`config.mk`:
```
export PLATFORM = sky130hd
export DESIGN_NAME = oled_spi_scanner
export DESIGN_NICKNAME = d
export VERILOG_FILES = /design/src/rtl/oled_pkg.sv /design/src/rtl/spi_shifter.sv /design/src/rtl/oled_spi_scanner.sv
export SDC_FILE = /design/constraint.sdc
export NUM_CORES = 1
export LEC_CHECK = 0
export ABC_AREA = 1
export BUFFER_PORTS_ARGS = -buffer_cell sky130_fd_sc_hd__buf_2
export CORE_UTILIZATION = 60
export DETAILED_ROUTE_END_ITERATION = 6
export GPL_ROUTABILITY_DRIVEN = 1
export HOLD_SLACK_MARGIN = 0.02
export PLACE_DENSITY = 0.81
export SLEW_MARGIN = 20
export SYNTH_ARGS = -nofsm -noshare
export SYNTH_HDL_FRONTEND = slang
export SYNTH_HIERARCHICAL = 1
export SYNTH_SLANG_ARGS = --single-unit
export TNS_END_PERCENT = 30
```
`constraint.sdc`:
```
create_clock -name my_clk_25m -period 3.36 [get_ports my_clk_25m]
set_input_delay 0.672 -clock my_clk_25m [delete_from_list [all_inputs] [get_ports my_clk_25m]]
set_output_delay 0.672 -clock my_clk_25m [all_outputs]
set_load 0.01 [all_outputs]
```
`src/rtl/oled_pkg.sv`:
```
// Shared constants, SSD1331-style command table and FSM states for the OLED scanner.
// Defining OLED_TESTPAT_EN adds the x/y test-pattern pixel generator.
package oled_pkg;

  localparam int OLED_W    = 96;
  localparam int OLED_H    = 64;
  localparam int OLED_NPIX = 6144;
  localparam int OLED_NCMD = 6;

  typedef enum logic [1:0] {
    ST_IDLE,
    ST_CMD,
    ST_PIXELS,
    ST_GAP
  } oled_state_e;

  // Column window 0..95, then row window 0..63
  function automatic logic [7:0] oled_cmd_byte(input logic [2:0] idx);
    case (idx)
      3'd0:    return 8'h15;
      3'd1:    return 8'h00;
      3'd2:    return 8'h5F;
      3'd3:    return 8'h75;
      3'd4:    return 8'h00;
      3'd5:    return 8'h3F;
      default: return 8'h00;
    endcase
  endfunction

`ifdef OLED_TESTPAT_EN
  function automatic logic [15:0] oled_testpat_word(input logic [12:0] idx);
    logic [4:0] xh;
    logic [5:0] y;
    xh = 5'((idx % 13'(OLED_W)) >> 2);
    y  = 6'(idx / 13'(OLED_W));
    return {xh, y, xh};
  endfunction
`endif

endpackage

```
`src/rtl/spi_shifter.sv`:
```
// Mode-0 MSB-first shifter: 8- or 16-bit loads, SCLK_DIV cycles per sclk half-period.
// done marks the last cycle of a word, so a reload that same cycle streams words back to back.
module spi_shifter #(
  parameter int SCLK_DIV = 2
) (
  input  logic        clk,
  input  logic        rst_n,
  input  logic        load,
  input  logic        wide,
  input  logic [15:0] din,
  output logic        sclk,
  output logic        sdata,
  output logic        busy,
  output logic        done
);

  localparam logic [3:0] DIV_LAST = 4'(SCLK_DIV - 1);

  logic [15:0] shift_q, shift_d;
  logic [3:0]  bit_cnt_q, bit_cnt_d;
  logic [3:0]  div_cnt_q, div_cnt_d;
  logic        half_q, half_d;
  logic        busy_q, busy_d;
  logic        div_end;

  always_ff @(posedge clk or negedge rst_n) begin
    if (!rst_n) begin
      shift_q   <= '0;
      bit_cnt_q <= '0;
      div_cnt_q <= '0;
      half_q    <= 1'b0;
      busy_q    <= 1'b0;
    end else begin
      shift_q   <= shift_d;
      bit_cnt_q <= bit_cnt_d;
      div_cnt_q <= div_cnt_d;
      half_q    <= half_d;
      busy_q    <= busy_d;
    end
  end

  always_comb begin
    shift_d   = shift_q;
    bit_cnt_d = bit_cnt_q;
    div_cnt_d = div_cnt_q;
    half_d    = half_q;
    busy_d    = busy_q;
    div_end   = (div_cnt_q == DIV_LAST);
    done      = busy_q && half_q && div_end && (bit_cnt_q == 4'd0);
    if (load) begin
      // Byte loads are left-aligned so bit 15 is always the next bit out
      shift_d   = wide ? din : {din[7:0], 8'h00};
      bit_cnt_d = wide ? 4'd15 : 4'd7;
      div_cnt_d = 4'd0;
      half_d    = 1'b0;
      busy_d    = 1'b1;
    end else if (busy_q) begin
      div_cnt_d = div_end ? 4'd0 : div_cnt_q + 4'd1;
      if (div_end) begin
        half_d = ~half_q;
        if (half_q) begin
          if (bit_cnt_q == 4'd0) begin
            busy_d = 1'b0;
          end else begin
            bit_cnt_d = bit_cnt_q - 4'd1;
            shift_d   = {shift_q[14:0], 1'b0};
          end
        end
      end
    end
  end

  assign sclk  = busy_q & half_q;
  assign sdata = busy_q & shift_q[15];
  assign busy  = busy_q;

endmodule

```
`src/rtl/oled_spi_scanner.sv`:
```
// Streams a command header then a full RGB565 frame to a 96x64 OLED over SPI, with an idle gap.
// NUM_PIXELS shortens the frame for simulation; macro OLED_TESTPAT_EN replaces pixel_data by an x/y pattern.
module oled_spi_scanner
  import oled_pkg::*;
#(
  parameter int SCLK_DIV   = 2,
  parameter int FRAME_GAP  = 1000,
  parameter int NUM_PIXELS = OLED_NPIX
) (
  input  logic        my_clk_25m,
  input  logic        rst_n,
  input  logic        enable,
  input  logic [15:0] pixel_data,
  output logic [12:0] pixel_index,
  output logic        frame_begin,
  output logic        sending_pixels,
  output logic        cs_n,
  output logic        sclk,
  output logic        sdata,
  output logic        dc
);

  localparam logic [12:0] LAST_PIX = 13'(NUM_PIXELS - 1);
  localparam logic [15:0] GAP_LAST = 16'(FRAME_GAP - 1);

  oled_state_e state_q, state_d;
  logic [2:0]  cmd_idx_q, cmd_idx_d;
  logic [12:0] pix_cnt_q, pix_cnt_d;
  logic [15:0] gap_cnt_q, gap_cnt_d;
  logic [12:0] next_pix;
  logic [15:0] pixel_word;
  logic        sh_load, sh_wide, sh_busy, sh_done, sh_sclk, sh_sdata;
  logic [15:0] sh_din;

`ifdef OLED_TESTPAT_EN
  logic unused_pixel_data;
  assign unused_pixel_data = ^pixel_data;
  assign pixel_word        = oled_testpat_word(pix_cnt_q);
`else
  assign pixel_word = pixel_data;
`endif

  spi_shifter #(.SCLK_DIV(SCLK_DIV)) u_shifter (
    .clk   (my_clk_25m),
    .rst_n (rst_n),
    .load  (sh_load),
    .wide  (sh_wide),
    .din   (sh_din),
    .sclk  (sh_sclk),
    .sdata (sh_sdata),
    .busy  (sh_busy),
    .done  (sh_done)
  );

  always_ff @(posedge my_clk_25m or negedge rst_n) begin
    if (!rst_n) begin
      state_q   <= ST_IDLE;
      cmd_idx_q <= '0;
      pix_cnt_q <= '0;
      gap_cnt_q <= '0;
    end else begin
      state_q   <= state_d;
      cmd_idx_q <= cmd_idx_d;
      pix_cnt_q <= pix_cnt_d;
      gap_cnt_q <= gap_cnt_d;
    end
  end

  // Pixel sampling happens on the done cycle; the counter moves one cycle later
  always_comb begin
    state_d   = state_q;
    cmd_idx_d = cmd_idx_q;
    pix_cnt_d = pix_cnt_q;
    gap_cnt_d = gap_cnt_q;
    sh_load   = 1'b0;
    sh_wide   = 1'b0;
    sh_din    = {8'h00, oled_cmd_byte(cmd_idx_q)};
    next_pix  = (pix_cnt_q == LAST_PIX) ? 13'd0 : pix_cnt_q + 13'd1;
    case (state_q)
      ST_IDLE: begin
        if (enable) state_d = ST_CMD;
      end
      ST_CMD: begin
        if (!sh_busy || (sh_done && cmd_idx_q != 3'(OLED_NCMD))) begin
          sh_load   = 1'b1;
          cmd_idx_d = cmd_idx_q + 3'd1;
        end else if (sh_done) begin
          sh_load   = 1'b1;
          sh_wide   = 1'b1;
          sh_din    = pixel_word;
          pix_cnt_d = next_pix;
          cmd_idx_d = 3'd0;
          state_d   = ST_PIXELS;
        end
      end
      ST_PIXELS: begin
        // pix_cnt_q only reads 0 here once the final pixel has been sampled
        if (sh_done) begin
          if (pix_cnt_q == 13'd0) begin
            state_d = ST_GAP;
          end else begin
            sh_load   = 1'b1;
            sh_wide   = 1'b1;
            sh_din    = pixel_word;
            pix_cnt_d = next_pix;
          end
        end
      end
      ST_GAP: begin
        if (gap_cnt_q == GAP_LAST) begin
          gap_cnt_d = 16'd0;
          state_d   = enable ? ST_CMD : ST_IDLE;
        end else begin
          gap_cnt_d = gap_cnt_q + 16'd1;
        end
      end
      default: state_d = ST_IDLE;
    endcase
  end

  always_comb begin
    frame_begin    = (state_q == ST_CMD) && !sh_busy;
    sending_pixels = (state_q == ST_PIXELS);
    dc             = (state_q == ST_PIXELS);
    cs_n           = !sh_busy;
    sclk           = sh_sclk;
    sdata          = sh_sdata;
    pixel_index    = pix_cnt_q;
  end

endmodule

```
# Yosys cells after proc, flatten, opt, wreduce, memory -nomap -nowiden
# Index checks and enable logic that the tools add are counted.
[totals]
register_bits = 60
latch_bits = 0
ram_bits = 0
romBits = 0
input_bits = 19
out_inout_bits = 19
word_cells = 109
mem_count = 0
[classes]
addsub = 5
n_mul = 0
div = 0
n_lt_le_gt_ge = 0
n_eq_ne = 18
shifts = 0
mux = 53
bitwise_logic = 3
n_reduce_logical = 21
[op_table]
columns = ["operator", "count"]
rows = [
  ["two-way mux 16 bit", 11],
  ["two-way mux 13 bit", 5],
  ["two-way mux 4 bit", 9],
  ["case mux 16 bit (2 select lines)", 1],
  ["case mux 7 bit (4 select lines)", 1],
  ["case mux 13 bit (2 select lines)", 1],
  ["adder 16 x 1 -> 16 bit, second input constant", 1],
  ["== test 16 x 10 -> 1 bit, second input constant", 1],
  ["two-way mux 1 bit", 14],
  ["adder 13 x 1 -> 13 bit, second input constant", 1],
  ["== test 13 bit, second input constant", 1],
  ["logical NOT 13 bit", 1],
  ["two-way mux 2 bit", 6],
  ["!= test 2 bit, second input constant", 6],
  ["nonzero test 2 bit", 5],
  ["case mux 2 bit (4 select lines)", 1],
  ["== test 3 x 2 -> 1 bit, second input constant", 2],
  ["two-way mux 3 bit", 2],
  ["AND reduction 6 bit", 1],
  ["logical AND 1 bit", 5],
  ["AND reduction 5 bit", 1],
  ["adder 4 x 1 -> 4 bit, second input constant", 1],
  ["== test 2 bit, second input constant", 2],
  ["== test 4 x 1 -> 1 bit, second input constant", 1],
  ["other kinds (16)", 20],
]

# Depth between registers and ports, before layout
[logic_depth]
ltp_word = 9
mapped_depth = 17
ltp_nobuf = 16

# Hierarchy
# The synthesis kept the hierarchy.
[modules_own_cells]
columns = ["module", "n_inst", "cells_each", "area_each_um2", "seq_area_each_um2"]
rows = [
  ["oled_spi_scanner", 1, 372, 2578.7, 850.8],
  ["spi_shifter", 1, 199, 1480.2, 650.6],
]

# Worst setup path after synthesis
# Ideal clock, no wire load.
[synth_path]
kind = "reg2reg"
start = "register u_shifter.bit_cnt_q[0]"
end = "register u_shifter.shift_q[2]"
setup_ns = 0.065
t_arrival_ns = 2.378
required_time_ns = 3.295
slack_ns = 0.917
stages_incl_launch_ff = 18
n_path_buf = 3
synth_period_minus_slack_ns = 2.443
path_cell_list = "dfrtp_1 inv_1 ha_1 nand3_1 nor3_1 clkbuf_8 o21ai_0 inv_1 nand2_1 nand2_1 nand2_2 inv_2 buf_2 buf_2 nand2_1 o21ai_0 nand2_1 nand2_1"
[synth_between]
elab_chain_len = 8
word_cells_on_any_way = 21
classes_between = "eq/ne: 1; mux: 12; reduce/logical: 8"
[synth_rtl]
columns = ["item", "line_no", "text"]
rows = [
  ["start: declaration", "spi_shifter.sv:20", "logic [3:0] bit_cnt_q, bit_cnt_d;"],
  ["start signal: assignment", "spi_shifter.sv:35", "bit_cnt_q <= bit_cnt_d;"],
  ["logical NOT 4 bit *", "spi_shifter.sv:49", "done = busy_q && half_q && div_end && (bit_cnt_q == 4'd0);"],
  ["logical AND 1 bit *", "spi_shifter.sv:49", ""],
  ["via sh_done", "oled_spi_scanner.sv:32", "logic sh_load, sh_wide, sh_busy, sh_done, sh_sclk, sh_sdata;"],
  ["logical AND 1 bit", "oled_spi_scanner.sv:84", "if (!sh_busy || (sh_done && cmd_idx_q != 3'(OLED_NCMD))) begin"],
  ["logical OR 1 bit", "oled_spi_scanner.sv:84", ""],
  ["two-way mux 1 bit", "oled_spi_scanner.sv:84", ""],
  ["case mux 1 bit (2 select lines) *", "oled_spi_scanner.sv:79", "case (state_q)"],
  ["via sh_wide", "oled_spi_scanner.sv:32", ""],
  ["two-way mux 16 bit *", "spi_shifter.sv:52", "shift_d = wide ? din : {din[7:0], 8'h00};"],
  ["two-way mux 16 bit *", "spi_shifter.sv:50", "if (load) begin"],
  ["end signal: assignment", "spi_shifter.sv:34", "shift_q <= shift_d;"],
  ["end: declaration", "spi_shifter.sv:19", "logic [15:0] shift_q, shift_d;"],
]
# The timed path passes the listed nets; every way through them passes the cells marked *.
# A chain may end at the register's enable or synchronous reset.

# Worst setup path after layout
[layout_path]
start = "register u_shifter.bit_cnt_q[0]"
end = "register u_shifter.shift_q[5]"
[layout_between]
elab_chain_len = 8
word_cells_on_any_way = 21
classes_between = "eq/ne: 1; mux: 12; reduce/logical: 8"
[layout_rtl]
columns = ["item", "line_no"]
rows = [
  ["logical NOT 4 bit *", "spi_shifter.sv:49"],
  ["logical AND 1 bit *", "spi_shifter.sv:49"],
  ["via sh_done", "oled_spi_scanner.sv:32"],
  ["logical AND 1 bit", "oled_spi_scanner.sv:84"],
  ["logical OR 1 bit", "oled_spi_scanner.sv:84"],
  ["two-way mux 1 bit", "oled_spi_scanner.sv:84"],
  ["case mux 1 bit (2 select lines) *", "oled_spi_scanner.sv:79"],
  ["via sh_load", "oled_spi_scanner.sv:32"],
  ["!= test 2 bit (no source line) or nonzero test 2 bit (tied branches)", "--"],
  ["AND reduction 4 bit (no source line)", "--"],
]
# Marked as above.

==> results.json <==
{
  "p_sw_uw": 1688,
  "outcome": "completed",
  "crit_fanout": 27,
  "power_density_nw_per_um2": 800.3,
  "yosysWarnings": 6,
  "setup-violations-final": 0,
  "seq_power_share_pct": 32.7,
  "grt_pass1_vias": 3491,
  "drive_gt1_share_pct": 13.82,
  "cts_tree": "yes",
  "clock_latency_ps": 350,
  "clock_tree.buffer_depth": 2,
  "vias_per_cell": 5.375,
  "slew_violations": 0,
  "pin_count": 38,
  "die_w_um": 84.25,
  "layout_common_cells": "185 x nand2_1, 63 x inv_1, 60 x dfrtp_1, 58 x nor2_1, 42 x nand3_1",
  "slowest_delay_ps": 380,
  "grt_start_max_net_pins": 46,
  "root_buffer": "clkbuf_8",
  "totalWireLength_um": 8741,
  "antenna_found_initial": 0,
  "fin_crit_sh_pct": 85.53,
  "r2r_slack_ps": 490,
  "drtIter0Drc": 258,
  "syn-num-nets": 604,
  "avgSynthCellArea_sq_um": 7.108,
  "io_buffers": 37,
  "fin_crit_ps": 2874,
  "pwr-share-comb_pct": 50.8,
  "critPathCaptureType": "flop",
  "core-area_sq_um": 6422,
  "drt-pass1-iter-count": 5,
  "place_congestion": 0.8886,
  "rows": 29,
  "start_kind": "flop",
  "fin_area_sq_um": 4407,
  "p_clk_share_pct": 16.6,
  "dpl.hpwl_um": 6414,
  "die_y_um": 84.25,
  "synth_top_area_share_pct": 36.99,
  "die_area_sq_um": 7098,
  "final_cells": 685,
  "hold_viol": 0,
  "multi_input_area_sq_um": 2175,
  "ctsHoldBuffers": 0,
  "synth.area.top_cells": "dfrtp_1 37%, nand2_1 17%, inv_1 5.8%",
  "cts_buffers": 9,
  "tightest_slew_ps": 634.1,
  "netlist_area_sq_um": 4059,
  "area_growth_pct": 8.570,
  "cpMostUsedCell": "nand2_1",
  "clock.fmax_mhz": 348.0,
  "intPower_uw": 1839,
  "wl_met2_um": 4228,
  "rsz0062_at_grt": "false",
  "syn-instance-count": 571,
  "grt_use_total_pct": 26.96,
  "placed_area_sq_um": 4230,
  "start_util_pct": 63.20,
  "cp_data_arrival_time_ps": 3160,
  "crit_buf_inv": 4,
  "switching_share_pct": 47.87,
  "wl_per_cell_um": 12.76,
  "dr_wl_met3_um": 404,
  "reg2reg_depth": 13,
  "r2r-start": "u_shifter/bit_cnt_q[0]$_DFFE_PN0P_",
  "routed.top_layer": "met4",
  "vias": 3682,
  "final_nets": 637,
  "cts_resized": 0,
  "clk_pin_slew_ps": 70,
  "critPathKind": "flop to flop",
  "relSlewSlack_pct": 57.73,
  "critical_path.cell_chain": "inv_1 > ha_1 > nand3_1 > nor3_1 > buf_4 > o21ai_0 > a21oi_1 > inv_1 > nand2_1 > nand3_4 > inv_4 > nand2_1 > nand2_1",
  "cpLargestDelayFamily": "simple AND/OR/NAND/NOR gates",
  "synth-seq-area-share_pct": 36.99,
  "seq_area_sq_um": 1501,
  "placed_cells": 670,
  "synth.distinct_cells": 37,
  "p_leak_uw": 0.002285,
  "reg2reg_to": "u_shifter/shift_q[5]$_DFFE_PN0P_",
  "max-vdd-ir-drop_mv": 0.5010,
  "yosysTopAreaCell": "dfrtp_1",
  "drc": 0,
  "overflow": 0,
  "insertedDiodeCount": 0,
  "critPathSlowestCell": "dfrtp_1",
  "drt-met1-wl_um": 3998,
  "grt_pass1_wl_um": 15300,
  "worstPathRequired_ps": 3640,
  "clock-skew-final_ps": 10.37,
  "cts.sink_count": 60,
  "synth-seq-cells": 60,
  "setup_tns_ps": 0,
  "post_cts_buffers": 0,
  "max-cap-violations": 0,
  "min_path_type": "input port to async pin",
  "n_fill_cell": 571,
  "htree_levels": 3,
  "mostFrequentLayoutCell": "nand2_1",
  "drtAntennaViolNets": 0
}
==> final cells by class <==
type,count,area share [%]
Timing Repair Buffer,40,4.713
Clock inverter,4,0.5679
Tap cell,77,2.186
Clock buffer,11,3.436
Inverter,66,5.679
Sequential cell,60,34.07
Multi-Input combinational cell,427,49.35
==> worst reg2reg max path: cells and delay by family (launching register included) <==
family / cells / cell delay [ps]
AOI/OAI and AO/OA: 2 / 370
adders and majority gates: 1 / 230
buffers and inverters: 4 / 860
DFF: 1 / 380
and+or+nand+nor: 6 / 970
==> cell families (layout without fill, tap and decap cells) <==
logic type / after synthesis / count (layout) / share of synthesized area, %
AND/OR/NAND/NOR: 324 / 324 / 34.37
buffers and inverters: 84 / 121 / 9.432
AO/OA/AOI/OAI: 70 / 70 / 10.79
flip-flops: 60 / 60 / 36.99
XOR/XNOR: 19 / 19 / 4.100
adder cells (fa/ha/maj): 14 / 14 / 4.316
==> power by group through the flow <==
stage / sequential (uW) / clock (uW) / combinational (uW)
2_1_floorplan: 1110 / 0 / 1470
3_3_place_gp: 1150 / 0 / 1720
3_5_place_dp: 1150 / 0 / 1780
4_1_cts: 1150 / 597 / 1790
5_1_grt: 1180 / 623 / 2060
6_report: 1150 / 584 / 1790
==> state kept, by name (all words and copies together), names as in the netlist <==
name                 flops
u_shifter/busy           1
state_q                  2
u_shifter/shift_q       16
u_shifter/div_cnt_q      4
gap_cnt_q               16
u_shifter/bit_cnt_q      4
u_shifter/half_q         1
cmd_idx_q                3
pixel_index             13
==> how the worst max path moves through the flow <==
stage	from	end	slack, ps	cells past startpoint
2_1_floorplan	u_shifter/bit_cnt_q[0]$_DFFE_PN0P_	u_shifter/shift_q[2]$_DFFE_PN0P_	920	17
5_1_grt	u_shifter/bit_cnt_q[0]$_DFFE_PN0P_	u_shifter/shift_q[1]$_DFFE_PN0P_	130	13
3_3_place_gp	u_shifter/bit_cnt_q[0]$_DFFE_PN0P_	u_shifter/shift_q[9]$_DFFE_PN0P_	670	13
4_1_cts	u_shifter/bit_cnt_q[0]$_DFFE_PN0P_	u_shifter/shift_q[5]$_DFFE_PN0P_	510	13
6_report	u_shifter/bit_cnt_q[0]$_DFFE_PN0P_	u_shifter/shift_q[5]$_DFFE_PN0P_	490	13
3_5_place_dp	u_shifter/bit_cnt_q[0]$_DFFE_PN0P_	u_shifter/shift_q[1]$_DFFE_PN0P_	540	13
==> synth_stat cells (all sizes together) <==
library cell and instances:
inv 65, a21oi 11, and3 1, clkinv 1, a22oi 1, o211ai 1
a21boi 3, buf 14, o21ai 51, nor3 11, clkbuf 4, o22ai 3
xor2 17, or2 1, nand3b 4, nand4 12, xnor2 2, nand3 45
nor2 61, nand2 189, ha 14, dfrtp 60
==> metal layers <==
metal	track usage, %	vias up
li1	-	1881
met1	34.24	1696
met2	45.60	92
met3	7.080	13
met4	7.524	0
met5	0	-
==> per-stage QoR <==
stage	setup slack, ps	hold WS, ps	util (%)	power, uW
2_1_floorplan	916.7	376.4	-	2581
4_1_cts	508.8	228.7	68.61	3529
3_5_place_dp	540.9	467.1	65.87	2928
3_3_place_gp	671.7	465.6	65.87	2868
6_report	486.0	224.1	68.61	3527
5_1_grt	126.5	237.6	68.61	3865
(Power assumes the default switching activity.)
